<file path="config.mk">
export PLATFORM = sky130hd
export DESIGN_NAME = pipeline_hazard_ctrl_flat
export DESIGN_NICKNAME = d
export VERILOG_FILES = /design/src/rtl/pipeline_hazard_if.sv /design/src/rtl/pipeline_hazard_ctrl.sv /design/src/flat_wrapper.sv
export SDC_FILE = /design/constraint.sdc
export NUM_CORES = 1
export LEC_CHECK = 0
export BUFFER_PORTS_ARGS = -buffer_cell sky130_fd_sc_hd__buf_2
export CAP_MARGIN = 25
export CORE_AREA = 4 4 75 77
export DETAILED_ROUTE_END_ITERATION = 10
export DIE_AREA = 0 0 79 81
export MAX_ROUTING_LAYER = met4
export PLACE_DENSITY = 0.79
export SLEW_MARGIN = 10
export SYNTH_ARGS = -nofsm -noshare
export SYNTH_HDL_FRONTEND = slang
export SYNTH_SLANG_ARGS = --single-unit
</file>
<file path="constraint.sdc">
create_clock -name clk -period 2.71 [get_ports clk]
set_input_delay 0.542 -clock clk [delete_from_list [all_inputs] [get_ports clk]]
set_output_delay 0.542 -clock clk [all_outputs]
set_load 0.03 [all_outputs]
</file>
<file path="src/rtl/pipeline_hazard_if.sv">
// Handshake bundle between the pipeline datapath and the hazard controller.
// The datapath (master) drives stage information; the controller (slave) returns stall/flush/forward controls.
interface pipeline_hazard_if #(
  parameter int CNT_W = 32
);
  logic [4:0]       id_rs;
  logic [4:0]       id_rt;
  logic             id_use_rs;
  logic             id_use_rt;
  logic [4:0]       ex_rs;
  logic [4:0]       ex_rt;
  logic             ex_memread;
  logic [4:0]       ex_wreg;
  logic             br_taken;
  logic             mem_regwrite;
  logic             mem_memread;
  logic             mem_memwrite;
  logic [4:0]       mem_wreg;
  logic             wb_regwrite;
  logic [4:0]       wb_wreg;
  logic             dmem_ready;
  logic             stall_pc;
  logic             stall_ifid;
  logic             stall_idex;
  logic             stall_exmem;
  logic             flush_ifid;
  logic             flush_idex;
  logic             flush_memwb;
  logic [1:0]       fwd_a;
  logic [1:0]       fwd_b;
  logic             bus_err;
  logic [CNT_W-1:0] stall_cnt;

  modport master (
    output id_rs, id_rt, id_use_rs, id_use_rt, ex_rs, ex_rt, ex_memread, ex_wreg,
           br_taken, mem_regwrite, mem_memread, mem_memwrite, mem_wreg,
           wb_regwrite, wb_wreg, dmem_ready,
    input  stall_pc, stall_ifid, stall_idex, stall_exmem, flush_ifid, flush_idex,
           flush_memwb, fwd_a, fwd_b, bus_err, stall_cnt
  );

  modport slave (
    input  id_rs, id_rt, id_use_rs, id_use_rt, ex_rs, ex_rt, ex_memread, ex_wreg,
           br_taken, mem_regwrite, mem_memread, mem_memwrite, mem_wreg,
           wb_regwrite, wb_wreg, dmem_ready,
    output stall_pc, stall_ifid, stall_idex, stall_exmem, flush_ifid, flush_idex,
           flush_memwb, fwd_a, fwd_b, bus_err, stall_cnt
  );
endinterface

</file>
<file path="src/rtl/pipeline_hazard_ctrl.sv">
// Hazard controller for the 5-stage pipeline: EX forwarding, load-use stall, branch flush,
// and whole-pipe freeze while data memory stalls, with a timeout into a sticky bus error.
//
//   state     | meaning
//   RUN       | normal flow; a not-ready memory access freezes this cycle and enters MEM_WAIT
//   MEM_WAIT  | access outstanding; freeze until dmem_ready, error after MEM_TIMEOUT frozen cycles
//   ERR       | memory timed out; pipe frozen until reset, bus_err held
module pipeline_hazard_ctrl #(
  parameter int MEM_TIMEOUT = 16,
  parameter int CNT_W       = 32
) (
  input logic         clk,
  input logic         reset,
  pipeline_hazard_if.slave hz
);
  // wait_cnt only ever needs to reach MEM_TIMEOUT-1
  localparam int WAIT_W = (MEM_TIMEOUT > 2) ? $clog2(MEM_TIMEOUT) : 1;

  localparam logic [1:0] ST_RUN      = 2'd0;
  localparam logic [1:0] ST_MEM_WAIT = 2'd1;
  localparam logic [1:0] ST_ERR      = 2'd2;

  logic [1:0]        state_q, state_d;
  logic [WAIT_W-1:0] wait_cnt_q, wait_cnt_d;
  logic              bus_err_q, bus_err_d;
  logic [CNT_W-1:0]  stall_cnt_q, stall_cnt_d;

  logic       mem_access;
  logic       freeze;
  logic       load_use;
  logic       stall_pc, stall_ifid, stall_idex, stall_exmem;
  logic       flush_ifid, flush_idex, flush_memwb;
  logic [1:0] fwd_a, fwd_b;

  function automatic logic [1:0] fwd_sel(
    input logic [4:0] src,
    input logic       mem_rw,
    input logic       mem_mr,
    input logic [4:0] mem_wr,
    input logic       wb_rw,
    input logic [4:0] wb_wr
  );
    // a load in MEM has no ALU result to forward yet
    if (mem_rw && !mem_mr && (mem_wr != 5'd0) && (mem_wr == src)) return 2'b10;
    if (wb_rw && (wb_wr != 5'd0) && (wb_wr == src))                return 2'b01;
    return 2'b00;
  endfunction

  assign mem_access = hz.mem_memread | hz.mem_memwrite;

  assign freeze = ((state_q == ST_RUN) && mem_access && !hz.dmem_ready) ||
                  ((state_q == ST_MEM_WAIT) && !hz.dmem_ready) ||
                  (state_q == ST_ERR);

  assign load_use = hz.ex_memread && (hz.ex_wreg != 5'd0) &&
                    ((hz.id_use_rs && (hz.id_rs == hz.ex_wreg)) ||
                     (hz.id_use_rt && (hz.id_rt == hz.ex_wreg)));

  always_comb begin
    state_d    = state_q;
    wait_cnt_d = wait_cnt_q;
    bus_err_d  = bus_err_q;
    case (state_q)
      ST_RUN: begin
        if (mem_access && !hz.dmem_ready) begin
          state_d    = ST_MEM_WAIT;
          wait_cnt_d = WAIT_W'(1);
        end
      end
      ST_MEM_WAIT: begin
        if (hz.dmem_ready) begin
          state_d    = ST_RUN;
          wait_cnt_d = '0;
        end else if (wait_cnt_q == WAIT_W'(MEM_TIMEOUT - 1)) begin
          state_d   = ST_ERR;
          bus_err_d = 1'b1;
        end else begin
          wait_cnt_d = wait_cnt_q + 1'b1;
        end
      end
      ST_ERR: begin
        bus_err_d = 1'b1;
      end
      default: begin
        state_d    = ST_RUN;
        wait_cnt_d = '0;
      end
    endcase
  end

  always_comb begin
    stall_pc    = 1'b0;
    stall_ifid  = 1'b0;
    stall_idex  = 1'b0;
    stall_exmem = 1'b0;
    flush_ifid  = 1'b0;
    flush_idex  = 1'b0;
    flush_memwb = 1'b0;
    fwd_a       = 2'b00;
    fwd_b       = 2'b00;
    if (reset) begin
      flush_ifid  = 1'b1;
      flush_idex  = 1'b1;
      flush_memwb = 1'b1;
    end else begin
      fwd_a = fwd_sel(hz.ex_rs, hz.mem_regwrite, hz.mem_memread, hz.mem_wreg,
                      hz.wb_regwrite, hz.wb_wreg);
      fwd_b = fwd_sel(hz.ex_rt, hz.mem_regwrite, hz.mem_memread, hz.mem_wreg,
                      hz.wb_regwrite, hz.wb_wreg);
      if (freeze) begin
        // a taken branch simply waits in EX until the freeze lifts
        stall_pc    = 1'b1;
        stall_ifid  = 1'b1;
        stall_idex  = 1'b1;
        stall_exmem = 1'b1;
        flush_memwb = 1'b1;
      end else if (hz.br_taken) begin
        flush_ifid = 1'b1;
        flush_idex = 1'b1;
      end else if (load_use) begin
        stall_pc   = 1'b1;
        stall_ifid = 1'b1;
        flush_idex = 1'b1;
      end
    end
  end

  assign stall_cnt_d = (stall_pc && !(&stall_cnt_q)) ? stall_cnt_q + 1'b1 : stall_cnt_q;

  always_ff @(posedge clk) begin
    if (reset) begin
      state_q     <= ST_RUN;
      wait_cnt_q  <= '0;
      bus_err_q   <= 1'b0;
      stall_cnt_q <= '0;
    end else begin
      state_q     <= state_d;
      wait_cnt_q  <= wait_cnt_d;
      bus_err_q   <= bus_err_d;
      stall_cnt_q <= stall_cnt_d;
    end
  end

  assign hz.stall_pc    = stall_pc;
  assign hz.stall_ifid  = stall_ifid;
  assign hz.stall_idex  = stall_idex;
  assign hz.stall_exmem = stall_exmem;
  assign hz.flush_ifid  = flush_ifid;
  assign hz.flush_idex  = flush_idex;
  assign hz.flush_memwb = flush_memwb;
  assign hz.fwd_a       = fwd_a;
  assign hz.fwd_b       = fwd_b;
  assign hz.bus_err     = bus_err_q;
  assign hz.stall_cnt   = stall_cnt_q;
endmodule
</file>
<file path="src/flat_wrapper.sv">
// flat-port wrapper written by rule: the top's interface ports become plain ports
module pipeline_hazard_ctrl_flat 
#(
  parameter int MEM_TIMEOUT = 16,
  parameter int CNT_W       = 32
)
  (clk, reset, hz_id_rs, hz_id_rt, hz_id_use_rs, hz_id_use_rt, hz_ex_rs, hz_ex_rt, hz_ex_memread, hz_ex_wreg, hz_br_taken, hz_mem_regwrite, hz_mem_memread, hz_mem_memwrite, hz_mem_wreg, hz_wb_regwrite, hz_wb_wreg, hz_dmem_ready, hz_stall_pc, hz_stall_ifid, hz_stall_idex, hz_stall_exmem, hz_flush_ifid, hz_flush_idex, hz_flush_memwb, hz_fwd_a, hz_fwd_b, hz_bus_err, hz_stall_cnt);
  pipeline_hazard_if #(.CNT_W(CNT_W)) hz_i ();
  input logic clk;
  input logic reset;
  input wire logic [$bits(hz_i.id_rs)-1:0] hz_id_rs;
  input wire logic [$bits(hz_i.id_rt)-1:0] hz_id_rt;
  input wire logic [$bits(hz_i.id_use_rs)-1:0] hz_id_use_rs;
  input wire logic [$bits(hz_i.id_use_rt)-1:0] hz_id_use_rt;
  input wire logic [$bits(hz_i.ex_rs)-1:0] hz_ex_rs;
  input wire logic [$bits(hz_i.ex_rt)-1:0] hz_ex_rt;
  input wire logic [$bits(hz_i.ex_memread)-1:0] hz_ex_memread;
  input wire logic [$bits(hz_i.ex_wreg)-1:0] hz_ex_wreg;
  input wire logic [$bits(hz_i.br_taken)-1:0] hz_br_taken;
  input wire logic [$bits(hz_i.mem_regwrite)-1:0] hz_mem_regwrite;
  input wire logic [$bits(hz_i.mem_memread)-1:0] hz_mem_memread;
  input wire logic [$bits(hz_i.mem_memwrite)-1:0] hz_mem_memwrite;
  input wire logic [$bits(hz_i.mem_wreg)-1:0] hz_mem_wreg;
  input wire logic [$bits(hz_i.wb_regwrite)-1:0] hz_wb_regwrite;
  input wire logic [$bits(hz_i.wb_wreg)-1:0] hz_wb_wreg;
  input wire logic [$bits(hz_i.dmem_ready)-1:0] hz_dmem_ready;
  output wire logic [$bits(hz_i.stall_pc)-1:0] hz_stall_pc;
  output wire logic [$bits(hz_i.stall_ifid)-1:0] hz_stall_ifid;
  output wire logic [$bits(hz_i.stall_idex)-1:0] hz_stall_idex;
  output wire logic [$bits(hz_i.stall_exmem)-1:0] hz_stall_exmem;
  output wire logic [$bits(hz_i.flush_ifid)-1:0] hz_flush_ifid;
  output wire logic [$bits(hz_i.flush_idex)-1:0] hz_flush_idex;
  output wire logic [$bits(hz_i.flush_memwb)-1:0] hz_flush_memwb;
  output wire logic [$bits(hz_i.fwd_a)-1:0] hz_fwd_a;
  output wire logic [$bits(hz_i.fwd_b)-1:0] hz_fwd_b;
  output wire logic [$bits(hz_i.bus_err)-1:0] hz_bus_err;
  output wire logic [$bits(hz_i.stall_cnt)-1:0] hz_stall_cnt;
  assign hz_i.id_rs = hz_id_rs;
  assign hz_i.id_rt = hz_id_rt;
  assign hz_i.id_use_rs = hz_id_use_rs;
  assign hz_i.id_use_rt = hz_id_use_rt;
  assign hz_i.ex_rs = hz_ex_rs;
  assign hz_i.ex_rt = hz_ex_rt;
  assign hz_i.ex_memread = hz_ex_memread;
  assign hz_i.ex_wreg = hz_ex_wreg;
  assign hz_i.br_taken = hz_br_taken;
  assign hz_i.mem_regwrite = hz_mem_regwrite;
  assign hz_i.mem_memread = hz_mem_memread;
  assign hz_i.mem_memwrite = hz_mem_memwrite;
  assign hz_i.mem_wreg = hz_mem_wreg;
  assign hz_i.wb_regwrite = hz_wb_regwrite;
  assign hz_i.wb_wreg = hz_wb_wreg;
  assign hz_i.dmem_ready = hz_dmem_ready;
  assign hz_stall_pc = hz_i.stall_pc;
  assign hz_stall_ifid = hz_i.stall_ifid;
  assign hz_stall_idex = hz_i.stall_idex;
  assign hz_stall_exmem = hz_i.stall_exmem;
  assign hz_flush_ifid = hz_i.flush_ifid;
  assign hz_flush_idex = hz_i.flush_idex;
  assign hz_flush_memwb = hz_i.flush_memwb;
  assign hz_fwd_a = hz_i.fwd_a;
  assign hz_fwd_b = hz_i.fwd_b;
  assign hz_bus_err = hz_i.bus_err;
  assign hz_stall_cnt = hz_i.stall_cnt;
  pipeline_hazard_ctrl #(.MEM_TIMEOUT(MEM_TIMEOUT), .CNT_W(CNT_W)) u_core (.clk(clk), .reset(reset), .hz(hz_i));
endmodule
</file>
=== Word level (Yosys, flattened, before mapping) ===
Cells that the tools add are included.

* Bitwise logic cells: 2
* Mux-type cells: 44
* Order comparisons: 0
* Equality and inequality tests: 14
* Multiply operators: 0
* Add/subtract/negate cells: 2
* Div/mod/pow operators: 0
* Reductions and logical operators: 31
* Shifts and indexed selects: 0

{| class="wikitable"
|+ Operators with widths
! kind !! count
|-
| $add 32x1->32 const B || 1
|-
| $reduce_and 32->1 || 1
|-
| $eq 5x5->1 || 6
|-
| $mux 2 || 13
|-
| $mux 1 || 25
|-
| $logic_and 1x1->1 || 16
|-
| $reduce_bool 5->1 || 3
|-
| $mux 4 || 3
|-
| $pmux 4 s3 || 1
|-
| $reduce_and 3->1 || 3
|-
| $ne 2x2->1 const B || 3
|-
| $ne 3x3->1 const B || 2
|-
| $pmux 2 s3 || 1
|-
| $add 4x1->4 const B || 1
|-
| $eq 4x4->1 const B || 1
|-
| $logic_not 1->1 || 3
|-
| $logic_or 1x1->1 || 3
|-
| $eq 2x1->1 const B || 1
|-
| $eq 2x2->1 const B || 1
|-
| $logic_not 2->1 || 1
|-
| $pmux 1 s2 || 1
|-
| $reduce_bool 2->1 || 1
|-
| $not 1->1 || 1
|-
| $or 1x1->1 || 1
|}

* Register bits: 39
* Bits of input ports: 46
* Memories kept: 0
* ROM bits: 0
* Memory bits (writable): 0
* Latch bits: 0
* Logic and storage cells: 97
* Output and inout bits: 44

=== Longest topological paths before layout ===
* Depth in word-level cells: 11
* Depth in mapped cells: 10
* Gate-level depth less buffers: 7

=== Worst setup path after synthesis ===
OpenSTA, ideal clock, no wires.

* Path kind: input -> output
* Start point: input port hz_mem_wreg[0]
* End point: output port hz_fwd_a[0]
* Slack: -0.139 ns
* Arrival time: 2.307 ns
* Cell stages on the path: 5
* Buffers on the path: 0
* Cell sequence: or4_1 -> nor2_1 -> nor3b_1 -> nand4_1 -> nor4b_1

* Cells in the longest elaborated chain, start to end: 7
* Elaborated cells on any way between the ends: 8
* Classes of those cells: eq/ne (1); mux (4); reduce/logical (3)

{| class="wikitable"
|+ Ends and longest elaborated chain
! item !! line !! text
|-
| start: declaration || flat_wrapper.sv:23 || <nowiki>input wire logic [$bits(hz_i.mem_wreg)-1:0] hz_mem_wreg;</nowiki>
|-
| $reduce_bool 5->1 || pipeline_hazard_ctrl.sv:44 || <nowiki>if (mem_rw && !mem_mr && (mem_wr != 5'd0) && (mem_wr == src)) return 2'b10;</nowiki>
|-
| $logic_and 1x1->1 || pipeline_hazard_ctrl.sv:44 ||
|-
| $logic_and 1x1->1 (*) || pipeline_hazard_ctrl.sv:44 ||
|-
| $mux 1 (*) || pipeline_hazard_ctrl.sv:44 ||
|-
| $mux 1 (*) || pipeline_hazard_ctrl.sv:101 || <nowiki>if (reset) begin</nowiki>
|-
| $mux 2 (*) || pipeline_hazard_ctrl.sv:45 || <nowiki>if (wb_rw && (wb_wr != 5'd0) && (wb_wr == src)) return 2'b01;</nowiki>
|-
| $mux 2 (*) || pipeline_hazard_ctrl.sv:101 ||
|-
| end: declaration || flat_wrapper.sv:34 || <nowiki>output wire logic [$bits(hz_i.fwd_a)-1:0] hz_fwd_a;</nowiki>
|}

Mark *: on every way between the ends. The rest lies on a longest branch, timed or not. The select of a mux whose other input is x is not followed.

=== Final worst setup path ===
* Start point: register u_core.state_q[0]
* End point: output port hz_stall_ifid

* Cells in the longest elaborated chain, start to end: 7
* Elaborated cells on any way between the ends: 10
* Classes of those cells: eq/ne (2); mux (2); reduce/logical (6)

{| class="wikitable"
|+ Ends and longest elaborated chain
! item !! line !! text
|-
| start: declaration || pipeline_hazard_ctrl.sv:23 || <nowiki>logic [1:0] state_q, state_d;</nowiki>
|-
| start signal: assignment || pipeline_hazard_ctrl.sv:137 || <nowiki>state_q <= state_d;</nowiki>
|-
| $logic_not 2->1 || pipeline_hazard_ctrl.sv:51 || <nowiki>assign freeze = ((state_q == ST_RUN) && mem_access && !hz.dmem_ready) ||</nowiki>
|-
| $logic_and 1x1->1 (2 in series) || pipeline_hazard_ctrl.sv:51 ||
|-
| $logic_or 1x1->1 || pipeline_hazard_ctrl.sv:51 ||
|-
| $logic_or 1x1->1 (*) || pipeline_hazard_ctrl.sv:52 || <nowiki>((state_q == ST_MEM_WAIT) && !hz.dmem_ready) ||</nowiki>
|-
| $mux 1 (*) || pipeline_hazard_ctrl.sv:110 || <nowiki>if (freeze) begin</nowiki>
|-
| $mux 1 (*) || pipeline_hazard_ctrl.sv:101 ||
|-
| end: declaration || flat_wrapper.sv:28 || <nowiki>output wire logic [$bits(hz_i.stall_ifid)-1:0] hz_stall_ifid;</nowiki>
|}

Mark *: on every way between the ends. The rest lies on a longest branch, timed or not.

==> results.tsv <==
stage	metric	value	unit
clocking	cts_setup_buffers	0	
clocking	clock_path_buffers	2	
job	drv_cap	0	
sta	final_hold_viol_count	0	
sta	rsz0062_at_grt	no	
layout	regArea	781	um^2
grt	grtUsageTotal	0.207	
yosys	synth-xor-area-share	0.148	
worst_setup_path	worstRegToRegCells	7	
yosys	yosysSeqAreaShare	0.322	
floorplanning	die_w	79	um
floorplanning	start_util	0.483	
clocking	cts_hold_buf	0	
grt	grt_pass1_wl	10500	um
layout	multi_input_area	0.00153	mm^2
yosys	synth.area.mux_share	0.0253	
worst_setup_path	criticalPathCategory	reg2out	
sta	max_freq	396	MHz
min_path	worstHoldPathCells	2	
drt	wl	6340	um
yosys	avgSynthCellArea	8.21	um^2
grt	grt_overflow	0	
yosys	async_flop_share	0	
grt	antenna_found_initial	0	
layout	diodes	0	
layout	area_growth	25.3	%
worst_setup_path	cp_common_cell	inv_1	
yosys	ys_ff_latch	39	
clocking	clk_latency	0.29	ns
worst_setup_path	worstPathMaxFanout	11	
sta	fin_crit_sh	0.932	
yosys	yosysTopAreaCellShare	0.322	
yosys	synth_compound_area_frac	0.152	
worst_setup_path	r2r-end	u_core.hz.stall_cnt[4]	
grt	grt_max_degree	34	
yosys	synth.net_count	343	
floorplanning	die_area	0.00640	mm^2
layout	nNetsFinal	435	
pwr	powerDensity	380	mW/mm^2
min_path	hold_start	u_core.hz.bus_err	
placed_design	dp.final_hpwl	4930	um
sta	setup_viol	0	
clocking	post_cts_resized	0	
drt	routedWlPerCell	13.8	um
drt	via_per_inst	5.45	
clocking	clkSlewWorstSetupHoldPaths	0.07	ns
floorplanning	num_rows	26	
pwr	vdd_drop_max	0.254	mV
drt	remaining_drc_errors	0	
clocking	ctsRootBufferMaster	clkbuf_8	
yosys	ys.flop_type	dfxtp_1	
min_path	min_path_type	reg2reg	
worst_setup_path	timing.critical_path.cells	or4_1 > nand3_1 > inv_1 > o21ai_1 > inv_1 > buf_2	
yosys	synth_area_leaders	dfxtp_1 32%, xor2_1 8.0%, xnor2_1 6.9%	
sta	finalSetupTns	0	ns
worst_setup_path	r2r_start	u_core.hz.stall_cnt[14]	
worst_setup_path	critPathCaptureType	primary output	
floorplanning	die_y	81	um
clocking	cts_tree	done	
worst_setup_path	worst-r2r-setup-slack	0.41	ns
sta	fin_crit	2.53	ns
sta	timing.hold.ws	0.462	ns
drt	antenna_left	0	
yosys	synth_top_family_by_area	simple AND/OR/NAND/NOR gates	
yosys	yosysMostFrequentCell	dfxtp_1	
drt	drt_iter0_drc	89	
outcome	status	finished, final reports clean	
layout	drive_gt1_frac	0.289	
worst_setup_path	crit_arrival	1.98	ns
layout	nFillCells	488	
grt	grt_pass1_vias	2407	
worst_setup_path	cp-start-kind	flip-flop	
yosys	synth_top_cell_by_area	dfxtp_1	
clocking	cts.sinks	39	
sta	finClkSkew	0.00954	ns
min_path	hold_end	u_core.hz.bus_err	
floorplanning	io_pins	90	
yosys	postSynthCellCount	295	
yosys	synth_simple_gate_area_frac	0.292	
yosys	synth_edf_count	0	
pwr	p_leak	1.26	nW
worst_setup_path	cp.required	2.17	ns
drt	first_pass_iters	4	
sta	slew_viol_final	0	
placed_design	place.gp.congestion	0.854	
yosys	ys_warn_count	0	
drt	dr_total_vias	2497	
sta	tightest_slew	0.334	ns
worst_setup_path	max_stage_delay	0.57	ns
sta	relSlewSlack	0.772	
worst_setup_path	slowest_stage	or4_1	
floorplanning	fp.coreArea	0.00501	mm^2
clocking	cts_made_buffers	5	
yosys	syn-cell-area	0.00242	mm^2
yosys	ys_top_cells_by_count	39 x dfxtp_1, 24 x nand2_1, 24 x nor2_1, 22 x xor2_1, 20 x nand4_1	
placed_design	numPortBuffers	89	
clocking	htreeDepth	2	
yosys	synthAdderAreaFrac	0.0103	
yosys	yosysUniqueCellTypes	50	
worst max-delay path, delay by kind of cell, from the launching register on:
family / cells / cell delay [ns]
simple gates: 2 / 0.71
flops: 1 / 0.41
buf+inv: 3 / 0.38
compound gates: 1 / 0.20
cell usage in the layout, fill, tap and decap left out, types with 4 or more instances in the layout:
cell,instances
o31ai_1,10
nand2_1,24
or4_1,12
o21ai_0,6
nor2_1,24
mux2i_1,5
a21oi_1,18
xor2_1,22
and3_1,4
dfxtp_1,39
xnor2_1,19
nor3_1,8
clkbuf_8,5
buf_2,89
or3_1,5
inv_1,13
nand4_1,20
buf_4,8
nand3_1,11
report_power, final:
| part | leakage, nW | internal (W) | total [W] | switching [W] |
|---|---|---|---|---|
| sequential | 0.315 | 0.000576 | 0.000582 | 0.00000572 |
| combinational | 0.909 | 0.0000765 | 0.000182 | 0.000105 |
| clock | 0.0412 | 0.000180 | 0.000388 | 0.000208 |
| total | 1.26 | 0.000833 | 0.00115 | 0.000319 |
through the flow:
step	instances	total power, W	setup WS, ns	utilization	area (um^2)
2_1_floorplan	295	0.000703	0.0614	-	2430
3_3_place_gp	450	0.000772	0.281	0.589	2950
3_5_place_dp	450	0.000776	0.206	0.589	2950
4_1_cts	458	0.00117	0.150	0.606	3030
5_1_grt	458	0.00121	0.0116	0.606	3030
6_report	458	0.00115	0.184	0.606	3030
registers in the layout, indices dropped and copies added (netlist names):
register,cells
u_core.state_q,2
u_core.hz.stall_cnt,32
u_core.wait_cnt_q,4
u_core.hz.bus_err,1
worst max path at each step:
stage	from	end	cells after the start
3_5_place_dp	hz_ex_wreg[1]	u_core.hz.stall_cnt[11]	8
4_1_cts	u_core.state_q[0]	hz_stall_ifid	6
3_3_place_gp	hz_ex_wreg[0]	u_core.hz.stall_cnt[11]	8
2_1_floorplan	hz_mem_memread	hz_stall_pc	6
6_report	u_core.state_q[0]	hz_stall_ifid	6
5_1_grt	u_core.state_q[0]	hz_stall_ifid	6
per-layer routing:
metal | share of wire | GRT usage
met5 | 0 | -
met4 | 0.015 | 0.0653
met3 | 0.054 | 0.0388
met2 | 0.49 | 0.356
met1 | 0.44 | 0.246
cells by family (layout without fill, tap and decap cells):
group | after synthesis | after routing
AOI/OAI and AO/OA | 55 | 55
buffers and inverters | 25 | 118
and+or+nand+nor | 127 | 127
xor gates and xnor gates | 41 | 41
DFF | 39 | 39
muxes | 6 | 6
adders and majority gates | 2 | 2
area by class of cell:
cell class / instances / area share
clock buffer: 6 / 0.0239
clock inverter: 2 / 0.00412
inverter: 13 / 0.0161
multi-input combinational: 231 / 0.503
sequential: 39 / 0.257
tap: 70 / 0.0289
timing repair buffer: 97 / 0.167
(Power assumes the default switching activity.)
